`config.mk`:
```
export PLATFORM = sky130hd
export DESIGN_NAME = poly_tone_sequencer
export DESIGN_NICKNAME = d
export VERILOG_FILES = /design/src/rtl/poly_tone_sequencer.sv
export SDC_FILE = /design/constraint.sdc
export NUM_CORES = 1
export LEC_CHECK = 0
export BUFFER_PORTS_ARGS = -buffer_cell sky130_fd_sc_hd__buf_2
export CORE_UTILIZATION = 35
export CTS_BUF_LIST = sky130_fd_sc_hd__clkbuf_8
export DETAILED_ROUTE_END_ITERATION = 16
export PLACE_DENSITY = 0.63
export SLEW_MARGIN = 40
export SYNTH_ARGS = -nofsm -noshare
export SYNTH_HDL_FRONTEND = slang
export SYNTH_SLANG_ARGS = --single-unit
```
`constraint.sdc`:
```
create_clock -name CLOCK_50 -period 20.3 [get_ports CLOCK_50]
set_clock_uncertainty 0.05 [all_clocks]
set_input_delay 3.045 -clock CLOCK_50 [delete_from_list [all_inputs] [get_ports CLOCK_50]]
set_output_delay 3.045 -clock CLOCK_50 [all_outputs]
set_load 0.05 [all_outputs]
```
`src/rtl/poly_tone_sequencer.sv`:
```
// Multi-channel square-wave note sequencer: steps through a note memory, plays
// NUM_CH square tones with independent half-periods and mixes them into one signed sample.
module poly_tone_sequencer #(
  parameter int NUM_CH  = 2,
  parameter int HALF_W  = 20,
  parameter int ADDR_W  = 10,
  parameter int TEMPO_W = 27,
  parameter int CH_AMP  = 400000000
) (
  input  logic                     CLOCK_50,
  input  logic                     reset,
  input  logic                     start,
  input  logic                     stop,
  input  logic                     loop_en,
  input  logic [ADDR_W-1:0]        last_addr,
  input  logic [TEMPO_W-1:0]       tempo_limit,
  input  logic [TEMPO_W-1:0]       tempo_limit_fast,
  input  logic [ADDR_W-1:0]        tempo_change_addr,
  input  logic [NUM_CH-1:0]        ch_enable,
  output logic [ADDR_W-1:0]        rom_addr,
  input  logic [NUM_CH*HALF_W-1:0] rom_q,
  output logic signed [31:0]       sample_out,
  output logic                     playing,
  output logic                     step_pulse
);

  typedef enum logic [1:0] {S_IDLE, S_FETCH, S_LOAD, S_PLAY} state_t;

  localparam logic signed [31:0] AMP = 32'(CH_AMP);

  state_t              r_state;
  logic [ADDR_W-1:0]   r_addr;
  logic [TEMPO_W-1:0]  r_step_cnt;
  logic [HALF_W-1:0]   r_half [NUM_CH];
  logic [HALF_W-1:0]   r_cnt  [NUM_CH];
  logic [NUM_CH-1:0]   r_phase;
  logic signed [31:0]  r_sample;
  logic                r_playing;
  logic                r_step_pulse;

  logic [TEMPO_W-1:0]  w_lim;
  logic [TEMPO_W-1:0]  w_lim_m1;
  logic                w_step_end;
  logic                w_at_last;
  logic signed [31:0]  w_mix;

  // Step length follows the address currently playing; a zero limit acts as one cycle.
  always_comb begin
    w_lim      = (r_addr > tempo_change_addr) ? tempo_limit_fast : tempo_limit;
    w_lim_m1   = (w_lim == '0) ? '0 : w_lim - TEMPO_W'(1);
    w_step_end = (r_step_cnt >= w_lim_m1);
    w_at_last  = (r_addr >= last_addr);
  end

  always_comb begin
    // NOTE: every variable assigned here gets a default first, so no latch is inferred.
    w_mix = '0;
    for (int i = 0; i < NUM_CH; i++) begin
      if (r_half[i] != '0 && ch_enable[i]) begin
        if (r_phase[i]) w_mix = w_mix - AMP;
        else            w_mix = w_mix + AMP;
      end
    end
  end

  always_ff @(posedge CLOCK_50) begin
    if (reset) begin
      r_state      <= S_IDLE;
      r_addr       <= '0;
      r_step_cnt   <= '0;
      r_phase      <= '0;
      r_sample     <= '0;
      r_playing    <= 1'b0;
      r_step_pulse <= 1'b0;
      // NOTE: the per-channel arrays are plain flops, not a RAM, so they reset like any other state.
      for (int i = 0; i < NUM_CH; i++) begin
        r_half[i] <= '0;
        r_cnt[i]  <= '0;
      end
    end else begin
      r_step_pulse <= 1'b0;
      if (stop) begin
        r_state   <= S_IDLE;
        r_addr    <= '0;
        r_playing <= 1'b0;
      end else begin
        case (r_state)
          S_IDLE: begin
            r_addr   <= '0;
            r_sample <= '0;
            if (start) begin
              r_state   <= S_FETCH;
              r_playing <= 1'b1;
            end
          end
          S_FETCH: r_state <= S_LOAD;
          S_LOAD: begin
            for (int i = 0; i < NUM_CH; i++) begin
              r_half[i] <= rom_q[i*HALF_W +: HALF_W];
              r_cnt[i]  <= '0;
            end
            r_phase    <= '0;
            r_step_cnt <= '0;
            r_state    <= S_PLAY;
          end
          S_PLAY: begin
            r_step_cnt <= r_step_cnt + TEMPO_W'(1);
            r_sample   <= w_mix;
            for (int i = 0; i < NUM_CH; i++) begin
              if (r_half[i] != '0) begin
                if (r_cnt[i] == r_half[i] - HALF_W'(1)) begin
                  r_cnt[i]   <= '0;
                  r_phase[i] <= ~r_phase[i];
                end else begin
                  r_cnt[i] <= r_cnt[i] + HALF_W'(1);
                end
              end
            end
            // >= rather than == so a live tempo decrease cannot strand the step.
            if (w_step_end) begin
              r_step_pulse <= 1'b1;
              if (!w_at_last) begin
                r_addr  <= r_addr + ADDR_W'(1);
                r_state <= S_FETCH;
              end else if (loop_en) begin
                r_addr  <= '0;
                r_state <= S_FETCH;
              end else begin
                r_addr    <= '0;
                r_state   <= S_IDLE;
                r_playing <= 1'b0;
              end
            end
          end
          default: r_state <= S_IDLE;
        endcase
      end
    end
  end

  assign rom_addr   = r_addr;
  assign sample_out = r_sample;
  assign playing    = r_playing;
  assign step_pulse = r_step_pulse;

endmodule

```
==> metrics.txt, run 1 <==
# TYPE chip_impl_metric gauge
chip_impl_metric{name="setup_viol",unit=""} 0
chip_impl_metric{name="worst-slew-pin-transition",unit="ns"} 0.7728
chip_impl_info{name="worst_path_max_delay_cell",value="sky130_fd_sc_hd__buf_4"} 1
chip_impl_metric{name="vias",unit=""} 8875
chip_impl_metric{name="drt_first_iter_violations",unit=""} 563
chip_impl_metric{name="post_cts_buffers",unit=""} 0
chip_impl_metric{name="first_pass_iters",unit=""} 5
chip_impl_metric{name="fin_cells",unit=""} 1733
chip_impl_info{name="timing.rr.end",value="rom_addr[3]"} 1
chip_impl_metric{name="tritoncts_num_sinks",unit=""} 145
chip_impl_metric{name="worst_slew_margin_relative_to_its_limit",unit=""} 0.4848
chip_impl_metric{name="flops_latches_synth",unit=""} 145
chip_impl_metric{name="area_fraction_of_the_dominant_cell_type_after_synthesis",unit=""} 0.2307
chip_impl_metric{name="start_util",unit=""} 0.3589
chip_impl_metric{name="path_clk_slew",unit="ns"} 0.10
chip_impl_metric{name="first_pass_grt_wire_length",unit="mm"} 40.94
chip_impl_metric{name="post_route_cells_drive_above_1_share",unit=""} 0.1633
chip_impl_metric{name="timing.final.max_slew_violations",unit=""} 0
chip_impl_metric{name="n_fill_cell",unit=""} 2938
chip_impl_metric{name="worstPathArrival",unit="ns"} 9.70
chip_impl_info{name="postSynth.topFlopCell",value="sky130_fd_sc_hd__edfxtp_1"} 1
chip_impl_info{name="synth.area.top_cells",value="sky130_fd_sc_hd__edfxtp_1, sky130_fd_sc_hd__dfxtp_1, sky130_fd_sc_hd__ha_1"} 1
chip_impl_metric{name="placed_cells_incl_taps",unit=""} 1699
chip_impl_metric{name="syn_avg_cell_area",unit="um^2"} 8.671
chip_impl_info{name="synth_area_leader_cell",value="sky130_fd_sc_hd__edfxtp_1"} 1
chip_impl_info{name="timing.critical_path.from_type",value="input pin"} 1
chip_impl_metric{name="clk_latency",unit="ns"} 0.45
chip_impl_metric{name="grt_pass1_vias",unit=""} 8433
chip_impl_info{name="crit_path_end_kind",value="flip-flop"} 1
chip_impl_metric{name="grt_start_max_net_pins",unit=""} 67
chip_impl_metric{name="die_height",unit="um"} 174.5
chip_impl_metric{name="postSynthCellCount",unit=""} 1201
chip_impl_info{name="yosys.cell_count.top_type",value="sky130_fd_sc_hd__nor2_1"} 1
chip_impl_info{name="cts_tree",value="built"} 1
chip_impl_metric{name="pwr_density_cell",unit="mW/mm^2"} 53.68
chip_impl_info{name="clockRootBuffer",value="sky130_fd_sc_hd__clkbuf_8"} 1
chip_impl_metric{name="antenna_left",unit=""} 0
chip_impl_metric{name="holdPathStages",unit=""} 2
chip_impl_metric{name="avgRoutedWirePerCell",unit="um"} 14.22
chip_impl_metric{name="clock_tree.buffer_depth",unit=""} 2
chip_impl_metric{name="synth_seq_area_share",unit=""} 0.3556
chip_impl_metric{name="layout.cell_area.non_filler",unit="mm^2"} 0.01198
chip_impl_metric{name="final.min_clock_period",unit="ns"} 9.374
chip_impl_metric{name="syn_area",unit="mm^2"} 0.01041
chip_impl_metric{name="finalSetupTns",unit="ns"} 0
chip_impl_metric{name="finish.net_count",unit=""} 1522
chip_impl_metric{name="final_min_period_over_clock_period",unit=""} 0.4618
chip_impl_info{name="post_synth_most_frequent_cells",value="sky130_fd_sc_hd__nor2_1, sky130_fd_sc_hd__nand2_1, sky130_fd_sc_hd__edfxtp_1, sky130_fd_sc_hd__xnor2_1, sky130_fd_sc_hd__xor2_1"} 1
chip_impl_metric{name="vias_per_cell",unit=""} 5.121
chip_impl_metric{name="die_area",unit="mm^2"} 0.03045
chip_impl_metric{name="globalRoute.totalOverflow",unit=""} 0
chip_impl_metric{name="holdWs",unit="ns"} 0.4090
chip_impl_metric{name="dp.final_hpwl",unit="mm"} 18.85
chip_impl_metric{name="final-hold-violation-count",unit=""} 0
chip_impl_metric{name="post-route-util",unit=""} 0.4129
chip_impl_metric{name="drv_cap",unit=""} 0
chip_impl_metric{name="fp-row-count",unit=""} 62
chip_impl_metric{name="cp_data_required_time",unit="ns"} 20.63
chip_impl_metric{name="placeableCoreArea",unit="mm^2"} 0.02901
chip_impl_metric{name="drt_drc_violations_left",unit=""} 0
chip_impl_metric{name="power.static_leakage",unit="nW"} 4.700
chip_impl_metric{name="finalWirelength",unit="mm"} 24.65
chip_impl_metric{name="grt.total_usage",unit=""} 0.1631
chip_impl_metric{name="globalplace.congestion",unit=""} 0.8989
chip_impl_info{name="critical_path.reg2reg.startpoint",value="rom_addr[8]"} 1
chip_impl_info{name="hold_end",value="sample_out[25]"} 1
chip_impl_info{name="setup_repair_after_global_routing_missed_its_margin",value="no"} 1
chip_impl_metric{name="vdd_ir_drop_max",unit="mV"} 0.03330
chip_impl_metric{name="cp_slowest_stage_delay",unit="ns"} 0.58
chip_impl_metric{name="cts-htree-levels",unit=""} 4
chip_impl_info{name="class_of_the_tightest_hold_or_removal_check",value="flip-flop to flip-flop"} 1
chip_impl_metric{name="ios",unit=""} 165
chip_impl_metric{name="number_of_flops_mapped_to_enable_cells_by_yosys",unit=""} 80
chip_impl_metric{name="port-buffer-count",unit=""} 154
chip_impl_metric{name="antenna_found_initial",unit=""} 3
chip_impl_info{name="min-delay-start",value="sample_out[25]"} 1
chip_impl_info{name="timing_worst_setup_path_type",value="input pin to flip-flop"} 1
chip_impl_metric{name="r2r_cells",unit=""} 24
chip_impl_metric{name="reg2reg_slack",unit="ns"} 13.22
chip_impl_metric{name="synth.distinct_cells",unit=""} 62
chip_impl_metric{name="detailed_place.area",unit="mm^2"} 0.01155
chip_impl_metric{name="dieWidth",unit="um"} 174.5
chip_impl_metric{name="cts_made_buffers",unit=""} 17
chip_impl_metric{name="worstPathMaxFanout",unit=""} 66
chip_impl_metric{name="synthToLayoutAreaGrowth",unit="%"} 15.03
chip_impl_metric{name="post_cts_hold_buffer_count",unit=""} 0
chip_impl_info{name="status",value="finished, final reports clean"} 1
chip_impl_metric{name="synth.yosys.warnings",unit=""} 0
chip_impl_metric{name="async_reset_ff_frac",unit=""} 0
chip_impl_metric{name="max_clock_freq",unit="MHz"} 106.7
chip_impl_metric{name="post_cts_resized",unit=""} 0
[worst max-delay path: cells and delay by family]
family	cells	cell delay (ns)
AO/OA/AOI/OAI	8	1.80
adder cells (fa/ha/maj)	3	0.85
buffers and inverters	3	0.70
multiplexers	1	0.32
AND/OR/NAND/NOR	11	2.93
[metal layers]
layer  vias to the layer above  GRT usage  wire length, um
met5                         -          0               17
met4                         2    0.04130              312
met3                        23    0.03653             1207
met2                       185     0.2610            11010
met1                      4145     0.2213            12100
li1                       4520          -                -
[registers in the layout (all words and copies together), names as in the netlist]
register,cells
playing,1
r_cnt,40
r_half,40
r_phase,2
r_state,2
r_step_cnt,27
rom_addr,10
sample_out,22
step_pulse,1
[report_power, final]
group / total (mW) / switching (mW) / internal [mW]
sequential: 0.325 / 0.00955 / 0.316
clock: 0.242 / 0.125 / 0.117
combinational: 0.0754 / 0.0436 / 0.0318
total: 0.643 / 0.178 / 0.465
[kinds of logic after synthesis]
kind of cell             after synthesis  synth area share
AND/OR/NAND/NOR                      534            0.2624
other                                  1         0.0003601
XOR/XNOR                             137            0.1152
buffers and inverters                100           0.03989
flip-flops                           145            0.3556
multiplexers                          30           0.02932
adder cells (fa/ha/maj)               67           0.08338
AO/OA/AOI/OAI                        187            0.1138
[cells in the final DEF (no fill, tap or decap), types with 12 or more instances in the layout]
cell	count
sky130_fd_sc_hd__mux2i_1	26
sky130_fd_sc_hd__and3_1	22
sky130_fd_sc_hd__nor4_1	24
sky130_fd_sc_hd__nor3_1	25
sky130_fd_sc_hd__xor2_1	68
sky130_fd_sc_hd__o21ai_0	39
sky130_fd_sc_hd__a21oi_1	58
sky130_fd_sc_hd__ha_1	63
sky130_fd_sc_hd__nand2_1	110
sky130_fd_sc_hd__and2_1	45
sky130_fd_sc_hd__clkbuf_8	18
sky130_fd_sc_hd__buf_2	154
sky130_fd_sc_hd__or3_1	17
sky130_fd_sc_hd__nand4_1	20
sky130_fd_sc_hd__or2_2	12
sky130_fd_sc_hd__nor2_1	143
sky130_fd_sc_hd__dfxtp_1	65
sky130_fd_sc_hd__nand2b_1	16
sky130_fd_sc_hd__nor2b_1	12
sky130_fd_sc_hd__inv_1	46
sky130_fd_sc_hd__xnor2_1	69
sky130_fd_sc_hd__edfxtp_1	80
sky130_fd_sc_hd__nand3_1	34
[area by class of cell]
cell class | count | area, um^2 | area share
clock buffer | 18 | 247.7 | 0.02068
antenna | 2 | 5.005 | 0.0004178
sequential | 145 | 3704 | 0.3092
clock inverter | 14 | 166.4 | 0.01389
timing repair buffer | 159 | 808.3 | 0.06747
inverter | 46 | 172.7 | 0.01441
tap | 384 | 480.5 | 0.04011
multi-input combinational | 965 | 6395 | 0.5338
[stage by stage]
step	setup slack, ns	power (mW)
after global routing	10.26	0.6743
after floorplan	10.98	0.3802
final	10.93	0.6430
after CTS	10.68	0.6513
after global placement	10.18	0.4054
after detailed placement	10.21	0.4068
[worst max path at each step]
stage / start / to / slack, ns / cells past startpoint
CTS: tempo_change_addr[7] / rom_addr[3] / 10.68 / 26
detailed placement: tempo_change_addr[7] / rom_addr[3] / 10.21 / 26
floorplan: tempo_change_addr[7] / rom_addr[6] / 10.98 / 28
finish: tempo_change_addr[8] / rom_addr[3] / 10.93 / 26
global route: tempo_change_addr[8] / rom_addr[4] / 10.26 / 26
global placement: tempo_change_addr[7] / rom_addr[0] / 10.18 / 26
Power figures use the tool's default switching activity.
==> run 2: changes to the inputs <==
==> constraint.sdc (replaced) <==
create_clock -name CLOCK_50 -period 8.9 [get_ports CLOCK_50]
set_clock_uncertainty 0.05 [all_clocks]
set_input_delay 1.335 -clock CLOCK_50 [delete_from_list [all_inputs] [get_ports CLOCK_50]]
set_output_delay 1.335 -clock CLOCK_50 [all_outputs]
set_load 0.05 [all_outputs]
==> run 2 against run 1 <==
First-iteration DRC count grew 16%. Die area stayed put. Register-to-register slack got worse by 11 ns. Cell count hardly changed. Power is 120% higher. Count of clock-buffer cells in the layout fell by 1. Global-route usage increased by 0.058 points. Clock power increased by 120%. Largest power group unchanged.
==> metrics.txt, run 2 (synthesized netlist as in run 1, its figures left out) <==
# TYPE chip_impl_metric gauge
chip_impl_info{name="status",value="finished, final reports clean"} 1
chip_impl_metric{name="final_min_period_over_clock_period",unit=""} 0.8192
chip_impl_info{name="critical_path.reg2reg.startpoint",value="rom_addr[8]"} 1
chip_impl_metric{name="port-buffer-count",unit=""} 154
chip_impl_metric{name="wl_met1",unit="mm"} 11.91
chip_impl_metric{name="final-hold-violation-count",unit=""} 0
chip_impl_metric{name="detailroute.wirelength.met3",unit="mm"} 1.287
chip_impl_metric{name="timing.final.max_slew_violations",unit=""} 0
chip_impl_metric{name="drv_cap",unit=""} 0
chip_impl_metric{name="setup_viol",unit=""} 0
chip_impl_metric{name="reg2reg_slack",unit="ns"} 2.17
chip_impl_metric{name="post_cts_buffers",unit=""} 0
chip_impl_metric{name="grt_start_max_net_pins",unit=""} 55
chip_impl_metric{name="worstPathMaxFanout",unit=""} 25
chip_impl_metric{name="drt_first_iter_violations",unit=""} 653
chip_impl_info{name="top_layer",value="met5"} 1
chip_impl_metric{name="critical_path.n_buffers_inverters",unit=""} 2
chip_impl_metric{name="power.static_leakage",unit="nW"} 4.693
chip_impl_metric{name="first_pass_iters",unit=""} 5
chip_impl_metric{name="vias",unit=""} 8873
chip_impl_metric{name="clk_latency",unit="ns"} 0.45
chip_impl_metric{name="n_fill_cell",unit=""} 2944
chip_impl_metric{name="start_util",unit=""} 0.3589
chip_impl_metric{name="path_clk_slew",unit="ns"} 0.10
chip_impl_metric{name="vdd_ir_drop_max",unit="mV"} 0.07033
chip_impl_metric{name="pre_cts_worst_setup_slack",unit="ns"} 0.9035
chip_impl_metric{name="final.min_clock_period",unit="ns"} 7.291
chip_impl_metric{name="clock_tree.buffer_depth",unit=""} 2
chip_impl_info{name="clockRootBuffer",value="sky130_fd_sc_hd__clkbuf_8"} 1
chip_impl_metric{name="cp_data_required_time",unit="ns"} 9.24
chip_impl_metric{name="first_pass_grt_wire_length",unit="mm"} 40.95
chip_impl_info{name="worst_path_dominant_cell_family",value="compound AO/OA/AOI/OAI gates"} 1
chip_impl_metric{name="cp_slowest_stage_delay",unit="ns"} 0.60
chip_impl_metric{name="vias_per_cell",unit=""} 5.117
chip_impl_metric{name="dp.final_hpwl",unit="mm"} 18.80
chip_impl_metric{name="cts-htree-levels",unit=""} 4
chip_impl_metric{name="worst-slew-pin-transition",unit="ns"} 0.7466
chip_impl_metric{name="ios",unit=""} 165
chip_impl_metric{name="finish.net_count",unit=""} 1522
chip_impl_metric{name="switchingPower",unit="uW"} 413.5
chip_impl_metric{name="pwr_density_cell",unit="mW/mm^2"} 120.5
chip_impl_metric{name="drt_drc_violations_left",unit=""} 0
chip_impl_info{name="timing.critical_path.from_type",value="input pin"} 1
chip_impl_metric{name="finalWirelength",unit="mm"} 24.68
chip_impl_metric{name="combinationalPowerShare",unit=""} 0.119
chip_impl_metric{name="placeableCoreArea",unit="mm^2"} 0.02901
chip_impl_info{name="largest_registers",value="r_cnt: 40 flops, r_half: 40 flops, r_step_cnt: 27 flops"} 1
chip_impl_metric{name="die_height",unit="um"} 174.5
chip_impl_info{name="startpoint",value="tempo_change_addr[8]"} 1
chip_impl_metric{name="ff_latch_area",unit="mm^2"} 0.003704
chip_impl_metric{name="worst_slew_margin_relative_to_its_limit",unit=""} 0.4894
chip_impl_metric{name="worstPathArrival",unit="ns"} 7.63
chip_impl_metric{name="max_clock_freq",unit="MHz"} 137.2
chip_impl_metric{name="cts_made_buffers",unit=""} 17
chip_impl_metric{name="dieWidth",unit="um"} 174.5
chip_impl_info{name="class_of_the_tightest_hold_or_removal_check",value="flip-flop to flip-flop"} 1
chip_impl_metric{name="power_frac_seq",unit=""} 0.514
chip_impl_info{name="setup_repair_after_global_routing_missed_its_margin",value="no"} 1
chip_impl_metric{name="globalRoute.totalOverflow",unit=""} 0
chip_impl_metric{name="pwr-share-clk",unit=""} 0.367
chip_impl_info{name="timing_worst_setup_path_type",value="input pin to flip-flop"} 1
chip_impl_metric{name="tritoncts_num_sinks",unit=""} 145
chip_impl_metric{name="post_route_cells_drive_above_1_share",unit=""} 0.1633
chip_impl_metric{name="synthToLayoutAreaGrowth",unit="%"} 14.92
chip_impl_metric{name="worst_setup_slack_final",unit="ns"} 1.609
chip_impl_metric{name="cell_internal_power_dissipation",unit="mW"} 1.028
chip_impl_info{name="worst_path_max_delay_cell",value="sky130_fd_sc_hd__a311oi_2"} 1
chip_impl_metric{name="antenna_left",unit=""} 0
chip_impl_metric{name="antenna_found_initial",unit=""} 4
chip_impl_metric{name="grt_pass1_vias",unit=""} 8231
chip_impl_info{name="crit_path_end_kind",value="flip-flop"} 1
chip_impl_metric{name="post_cts_hold_buffer_count",unit=""} 0
chip_impl_info{name="min-delay-start",value="sample_out[25]"} 1
chip_impl_info{name="cts_tree",value="built"} 1
chip_impl_metric{name="multi_input_area",unit="mm^2"} 0.006395
chip_impl_metric{name="fp-row-count",unit=""} 62
chip_impl_metric{name="globalplace.congestion",unit=""} 0.9058
chip_impl_metric{name="finalSetupTns",unit="ns"} 0
chip_impl_metric{name="die_area",unit="mm^2"} 0.03045
chip_impl_metric{name="detailed_routed_wire_length_on_met2",unit="mm"} 11.27
chip_impl_metric{name="avgRoutedWirePerCell",unit="um"} 14.23
chip_impl_metric{name="grt.total_usage",unit=""} 0.1637
chip_impl_metric{name="power.switching_fraction",unit=""} 0.2868
chip_impl_info{name="most_frequent_cells_in_the_layout",value="sky130_fd_sc_hd__buf_2, sky130_fd_sc_hd__nor2_1, sky130_fd_sc_hd__nand2_1, sky130_fd_sc_hd__edfxtp_1, sky130_fd_sc_hd__xnor2_1"} 1
chip_impl_metric{name="post_cts_resized",unit=""} 0
chip_impl_info{name="layout.cells.most_common",value="sky130_fd_sc_hd__buf_2"} 1
==> run 2: per-stage QoR <==
stage / utilization / instance area [um^2] / total power, mW / cells / hold WS, ns
after CTS: 0.4119 / 11950 / 1.460 / 1731 / 0.4121
after global routing: 0.4122 / 11960 / 1.513 / 1731 / 0.4289
after detailed placement: 0.3981 / 11550 / 0.9273 / 1699 / 0.3963
after global placement: 0.3971 / 11520 / 0.9247 / 1699 / 0.3927
after floorplan: - / 10450 / 0.8672 / 1210 / 0.4157
final: 0.4125 / 11970 / 1.442 / 1734 / 0.4083
==> run 2: path summary, 6_finish.rpt <==
path                     to  cells past startpoint
max reg2reg     rom_addr[0]                     23
min reg2reg  sample_out[25]                      2
min          sample_out[25]                      2
max             rom_addr[0]                     25
==> run 2: cell type report <==
class	instances	area share
Timing Repair Buffer	159	0.06754
Tap cell	384	0.04015
Sequential cell	145	0.3095
Multi-Input combinational cell	965	0.5343
Inverter	46	0.01443
Clock buffer	17	0.01955
Antenna cell	3	0.0006273
Clock inverter	15	0.01390
==> run 2: per-layer routing <==
layer	up-vias	track usage
li1	4537	-
met1	4127	0.2203
met2	194	0.2621
met3	13	0.04178
met4	2	0.03732
met5	-	0
==> run 2: tightest hold or removal path: cells and delay by family, from the launching register on <==
family           cells  cell delay (ns)
AND/OR/NAND/NOR      1             0.05
AO/OA/AOI/OAI        1             0.05
flip-flops           1             0.32
==> run 2: power groups by stage <==
stage	clock, mW	sequential (mW)	combinational [mW]
3_3_place_gp	0	0.756	0.168
2_1_floorplan	0	0.750	0.118
4_1_cts	0.547	0.741	0.172
5_1_grt	0.575	0.745	0.193
6_report	0.528	0.742	0.172
3_5_place_dp	0	0.756	0.171
